## config.mk

```make
export PLATFORM = sky130hd
export DESIGN_NAME = data_merge
export DESIGN_NICKNAME = d
export VERILOG_FILES = /design/src/rtl/data_merge.sv
export SDC_FILE = /design/constraint.sdc
export NUM_CORES = 1
export LEC_CHECK = 0
export ABC_AREA = 1
export CORE_MARGIN = 2
export CORE_UTILIZATION = 54
export DETAILED_ROUTE_END_ITERATION = 8
export GPL_TIMING_DRIVEN = 0
export PLACE_DENSITY = 0.83
export SYNTH_ARGS = -nofsm -noshare
export SYNTH_HDL_FRONTEND = slang
export SYNTH_SLANG_ARGS = --single-unit
```

## constraint.sdc

```tcl
create_clock -name clk -period 12.9 [get_ports clk]
set_input_delay 3.87 -clock clk [delete_from_list [all_inputs] [get_ports clk]]
set_output_delay 3.87 -clock clk [all_outputs]
set_load 0.005 [all_outputs]
```

## src/rtl/data_merge.sv

```systemverilog
// data_merge: recombines two ping-pong AXI-Stream branches into one ordered
// stream, draining whole groups alternately from input 1 and input 2.
module data_merge #(
    parameter int DW = 128
) (
    input  logic          clk,
    input  logic          reset,
    input  logic [31:0]   packet_size,
    input  logic [31:0]   pp_group,
    output logic [15:0]   counter_group1,
    output logic [15:0]   counter_group2,
    output logic          tlast_err,
    input  logic [DW-1:0] axis_in1_tdata,
    input  logic          axis_in1_tvalid,
    input  logic          axis_in1_tlast,
    output logic          axis_in1_tready,
    input  logic [DW-1:0] axis_in2_tdata,
    input  logic          axis_in2_tvalid,
    input  logic          axis_in2_tlast,
    output logic          axis_in2_tready,
    output logic [DW-1:0] axis_out_tdata,
    output logic          axis_out_tvalid,
    output logic          axis_out_tlast,
    input  logic          axis_out_tready
);

    typedef enum logic {SEL1, SEL2} state_t;

    state_t        state_q, state_d;
    logic [31:0]   beat_cnt_q, beat_cnt_d;
    logic [15:0]   pkt_cnt_q, pkt_cnt_d;
    logic [31:0]   glen_q, glen_d;
    logic [15:0]   psize_q, psize_d;
    logic [DW-1:0] out_data_q, out_data_d;
    logic          out_last_q, out_last_d;
    logic          out_valid_q, out_valid_d;
    logic [15:0]   cnt1_q, cnt1_d;
    logic [15:0]   cnt2_q, cnt2_d;
    logic          err_q, err_d;

    logic [31:0]   glen_raw, glen_cfg, glen_eff;
    logic [15:0]   ps_cfg, ps_eff;
    logic          grp_start, can_load, accept;
    logic          sel_valid, sel_last, last_beat, pkt_end;
    logic [DW-1:0] sel_data;

    assign glen_raw  = 32'(packet_size[15:0]) * 32'(pp_group[15:0]);
    assign glen_cfg  = (glen_raw == 32'd0) ? 32'd1 : glen_raw;
    assign ps_cfg    = (packet_size[15:0] == 16'd0) ? 16'd1 : packet_size[15:0];

    // Config is sampled live on a group's first beat, then held until it ends.
    assign grp_start = (beat_cnt_q == 32'd0);
    assign glen_eff  = grp_start ? glen_cfg : glen_q;
    assign ps_eff    = grp_start ? ps_cfg : psize_q;

    assign sel_valid = (state_q == SEL1) ? axis_in1_tvalid : axis_in2_tvalid;
    assign sel_data  = (state_q == SEL1) ? axis_in1_tdata : axis_in2_tdata;
    assign sel_last  = (state_q == SEL1) ? axis_in1_tlast : axis_in2_tlast;

    assign can_load  = !reset && (!out_valid_q || axis_out_tready);
    assign accept    = can_load && sel_valid;
    assign last_beat = (beat_cnt_q == glen_eff - 32'd1);
    assign pkt_end   = (pkt_cnt_q == ps_eff - 16'd1);

    assign axis_in1_tready = can_load && (state_q == SEL1);
    assign axis_in2_tready = can_load && (state_q == SEL2);

    always_comb begin
        state_d     = state_q;
        beat_cnt_d  = beat_cnt_q;
        pkt_cnt_d   = pkt_cnt_q;
        glen_d      = glen_q;
        psize_d     = psize_q;
        out_data_d  = out_data_q;
        out_last_d  = out_last_q;
        out_valid_d = out_valid_q;
        cnt1_d      = cnt1_q;
        cnt2_d      = cnt2_q;
        err_d       = err_q;

        if (accept) begin
            out_data_d  = sel_data;
            out_last_d  = sel_last;
            out_valid_d = 1'b1;
            if (grp_start) begin
                glen_d  = glen_cfg;
                psize_d = ps_cfg;
            end
            if (sel_last && !pkt_end) begin
                err_d = 1'b1;
            end
            if (last_beat) begin
                beat_cnt_d = 32'd0;
                pkt_cnt_d  = 16'd0;
                if (state_q == SEL1) begin
                    state_d = SEL2;
                    cnt1_d  = cnt1_q + 16'd1;
                end else begin
                    state_d = SEL1;
                    cnt2_d  = cnt2_q + 16'd1;
                end
            end else begin
                beat_cnt_d = beat_cnt_q + 32'd1;
                pkt_cnt_d  = pkt_end ? 16'd0 : pkt_cnt_q + 16'd1;
            end
        end else if (out_valid_q && axis_out_tready) begin
            out_valid_d = 1'b0;
        end
    end

    always_ff @(posedge clk) begin
        if (reset) begin
            state_q     <= SEL1;
            beat_cnt_q  <= '0;
            pkt_cnt_q   <= '0;
            glen_q      <= 32'd1;
            psize_q     <= 16'd1;
            out_data_q  <= '0;
            out_last_q  <= 1'b0;
            out_valid_q <= 1'b0;
            cnt1_q      <= '0;
            cnt2_q      <= '0;
            err_q       <= 1'b0;
        end else begin
            state_q     <= state_d;
            beat_cnt_q  <= beat_cnt_d;
            pkt_cnt_q   <= pkt_cnt_d;
            glen_q      <= glen_d;
            psize_q     <= psize_d;
            out_data_q  <= out_data_d;
            out_last_q  <= out_last_d;
            out_valid_q <= out_valid_d;
            cnt1_q      <= cnt1_d;
            cnt2_q      <= cnt2_d;
            err_q       <= err_d;
        end
    end

    assign axis_out_tdata  = out_data_q;
    assign axis_out_tlast  = out_last_q;
    assign axis_out_tvalid = out_valid_q;
    assign counter_group1  = cnt1_q;
    assign counter_group2  = cnt2_q;
    assign tlast_err       = err_q;

endmodule

```

==> summary.txt <==
Drt
  – Met3 routed WL: about 12000 um
  – Drt drc: 0
  – Met1 WL: between 30000 and 40000 um
  – Met2 wire len: 41170 um
  – Top Layer Used: met5
  – 1st-pass router iterations: 6
  – Drt total wl: between 90000 and 100000 um
  – Via Count: ~26000
  – Vias/cell: 5.453
  – Avg WL per Cell: between 20 and 25 um
  – Antenna Nets Post-Route: 0
  – DRT iter0 DRCs: 2650

Global routing
  – Largest net degree at the start of global routing: 17
  – Total global-route track usage: about two fifths
  – Initial antenna violation count: 14
  – Vias in the first global route: 24367
  – First-pass GRT wire length: ~140000 um
  – GRT Residual Overflow: 0

Placement
  – HPWL Detailed: around 80000 um
  – RD Place Congestion: 1.061
  – # port buffers: 427
  – Post-DP Area: ~30000 um^2
  – Place WS: -0.5514 ns
  – Placed Cells incl. Taps: 4671

Setup path
  – Worst Reg-to-Reg Cells: 28
  – CP Launch Type: input pin
  – Crit path to: pkt_cnt_q[4]
  – Setup crit start: packet_size[4]
  – Worst setup EP type: register
  – Critical Path Max Stage Delay: between 0.5 and 0.6 ns
  – Critical Path RT: 13.38 ns
  – Reg-to-reg slack, setup: 7.34 ns
  – R2r startpoint: beat_cnt_q[0]
  – Worst flop-to-flop path endpoint: pkt_cnt_q[4]
  – CP max FO: 10
  – Critical path type: input pin to register
  – Slowest-stage cell, CP: fa_1
  – CP arrival: roughly 13 ns

Power
  – Peak supply drop: between 0.2 and 0.3 mV
  – Power Internal: between 3 and 4 mW
  – Sequential share of power: about 11%
  – Combinational power share: slightly below 80%
  – Pwr dens: 275.2 nW/um^2
  – Tot Pwr: 8.370 mW
  – Leakage: around 15 nW
  – NetSw: approximately 4.7 mW
  – Clock network power share: between 10% and 20%
  – Switching Fraction: 56.40%

Finish
  – Design area: just over 30000 um^2
  – Share of layout cells above drive strength 1: approximately 4.8%
  – Finished Layout Cells: about 4700
  – Filler Cells Inserted: ~4000
  – Layout net count: 4743
  – P&R area growth vs syn: 25.14%

Clock network
  – Num CTS Buffers: 31
  – Clk buf depth: 3
  – CTS root buf: clkbuf_16
  – TritonCTS clock tree: yes
  – Clock slew at reported path FFs: around 0.060 ns
  – Clk Latency, worst-skew pair: 0.60 ns
  – CTS Hold Buffers Added: 0
  – H-tree levels: 1
  – CTS sink count: 260

Timing
  – Clock Skew: 0.01530 ns
  – Setup slack after layout: 0.3664 ns
  – Setup violators final: 0
  – Achievable Freq: about 80 MHz
  – Fin. max-slew vios: 0
  – Worst-Margin Slew: between 0.9 and 1 ns
  – Fin. Hold Viols: 0
  – Slew Limit Headroom: between 30 and 40%
  – Final period util: a little over nine tenths
  – RSZ-0062 raised after global routing: false
  – Minimum clock period: 12.53 ns
  – Fin Setup TNS: 0 ns

Synth
  – Sequential share of the synthesized area: roughly 21%
  – Top_reg_cell synth: dfxtp_1
  – EDFF count, synth: 0
  – Post-Synthesis Cells: 3652
  – Post-Syn Area per Cell: ~6.7 um^2
  – Library cells used by synthesis: 49
  – Syn Nets: between 4000 and 5000
  – Post-Syn Area: about 24000 um^2
  – Synth warn: 0
  – Synth async-reset ratio: 0%
  – #FFs+latches synth: between 200 and 300

Hold path
  – Hold Path Class: register to register
  – Worst hold path startpoint: glen_q[0]

Floorplanning
  – Die X: ~220 um
  – Rows: 77
  – I/O pin count: just under 500
  – Die H: 216.2 um
  – Initial Utilization: a little over half
  – Die ar.: 46720 um^2
  – Area of the core: 44320 um^2

Job
  – MaxCap Viol Count: 0

Run status
  – Outcome: finished clean
-- registers in the layout, indices dropped and copies added (netlist names) --
| register | flops |
|---|---|
| axis_out_tdata | 128 |
| beat_cnt_q | 32 |
| glen_q | 32 |
| counter_group1 | 16 |
| counter_group2 | 16 |
| pkt_cnt_q | 16 |
| psize_q | 16 |
| axis_out_tlast | 1 |
| axis_out_tvalid | 1 |
| state_q | 1 |
| tlast_err | 1 |
-- area by class of cell --
type                            instances  area (um^2)  area share (%)
Clock buffer                           45        908.4           2.987
Buffer                                182        818.3           2.690
Timing Repair Buffer                  428         4282           14.08
Clock inverter                          9        110.1          0.3620
Antenna cell                            7        17.52         0.05759
Tap cell                              592        740.7           2.435
Multi-Input combinational cell       2512        15720           51.68
Sequential cell                       260         5205           17.11
Inverter                              696         2615           8.598
-- cells in the mapped netlist, types with 2 or more instances --
cell type     n  share of area [%]
a21o_1        2              0.062
a21oi_1     101                2.1
a21oi_2       4               0.14
a31oi_1     136                3.5
and2_1        3              0.077
and3_1        2              0.051
buf_1        12               0.19
buf_2        10               0.21
buf_4         3              0.093
buf_6         7               0.32
clkbuf_1    152                2.3
clkinv_1      2              0.031
dfxtp_1     260                 21
fa_1        194                 16
ha_1        111                5.7
inv_1       677                 10
inv_2        16               0.25
nand2_1    1096                 17
nand2_2       6               0.15
nand3_1     128                2.6
nand3_2      15               0.62
nand3b_1     13               0.40
nand4_1      62                1.6
nor2_1      221                3.4
nor2_2       10               0.26
nor2_4       10               0.46
nor3_1       38               0.78
nor3_2        5               0.21
nor4_1       13               0.33
o2111ai_1     2              0.072
o211ai_1     20               0.62
o21a_1        4               0.12
o21ai_0     182                3.7
o21ai_1       3              0.062
o21bai_1      4               0.12
or2_2        12               0.31
xnor2_1      22               0.79
xor2_1       83                3.0
-- cells by family (layout without fill, tap and decap cells) --
logic type	Yosys count	in the layout	share of synthesized area [%]
XOR/XNOR	107	107	3.917
flip-flops	260	260	21.41
AND/OR/NAND/NOR	1640	1640	28.45
AO/OA/AOI/OAI	459	459	10.57
other	0	7	0
buffers and inverters	880	1360	13.91
adder cells (fa/ha/maj)	305	305	21.69
multiplexers	1	1	0.04118
-- power by group through the flow --
stage	Combinational [mW]	Sequential, mW	Clock, mW
finish	6.56	0.918	0.896
global route	7.49	0.920	0.919
CTS	6.47	0.913	0.890
detailed placement	6.42	0.929	0
global placement	6.34	0.928	0
floorplan	4.88	0.908	0
-- cell usage in the layout (no fill, tap or decap), types with 12 or more instances in the layout --
cell type | netlist | layout
or2_2 | 12 | 12
a31oi_1 | 136 | 136
xnor2_1 | 22 | 22
nand3_2 | 15 | 15
clkbuf_16 | 0 | 31
a21oi_1 | 101 | 101
o21ai_0 | 182 | 182
nor3_1 | 38 | 38
nand3_1 | 128 | 128
xor2_1 | 83 | 83
o211ai_1 | 20 | 20
nor4_1 | 13 | 13
nand3b_1 | 13 | 13
clkdlybuf4s50_1 | 0 | 427
ha_1 | 111 | 111
nor2_1 | 221 | 221
inv_1 | 677 | 677
clkbuf_2 | 0 | 41
nand4_1 | 62 | 62
clkbuf_1 | 152 | 121
inv_2 | 16 | 16
fa_1 | 194 | 194
dfxtp_1 | 260 | 260
nand2_1 | 1096 | 1096
-- critical path: cells and delay by family --
kind,cells,cell delay [ns]
xor+xnor,1,0.23
fa+ha+maj,8,3.63
buf+inv,7,1.63
simple gates,26,3.62
-- routing by layer --
metal / vias up / track usage [%]
li1: 12184 / -
met1: 11930 / 51.28
met2: 1426 / 61.16
met3: 251 / 12.39
met4: 6 / 19.84
met5: - / 0
-- timing repair --
action,4_1_cts,5_1_grt
buffers inserted,0,1
hold endpoints to repair,0,0
gates resized for setup,0,83
setup endpoints to repair,0,81
-- per-stage QoR --
step | utilization (%) | hold WS, ns
2_1_floorplan | - | 0.4349
3_3_place_gp | 66.16 | 0.4458
3_5_place_dp | 66.16 | 0.4514
4_1_cts | 68.46 | 0.4649
5_1_grt | 68.63 | 0.4804
6_report | 68.63 | 0.4641
-- worst min-delay path by stage --
stage	to	slack, ns	cells after the start
after floorplan	glen_q[0]	0.43	2
after global placement	glen_q[0]	0.45	2
after detailed placement	glen_q[0]	0.45	2
after CTS	glen_q[0]	0.46	2
after global routing	glen_q[0]	0.48	2
final	glen_q[0]	0.46	2
Power figures use the tool's default switching activity.
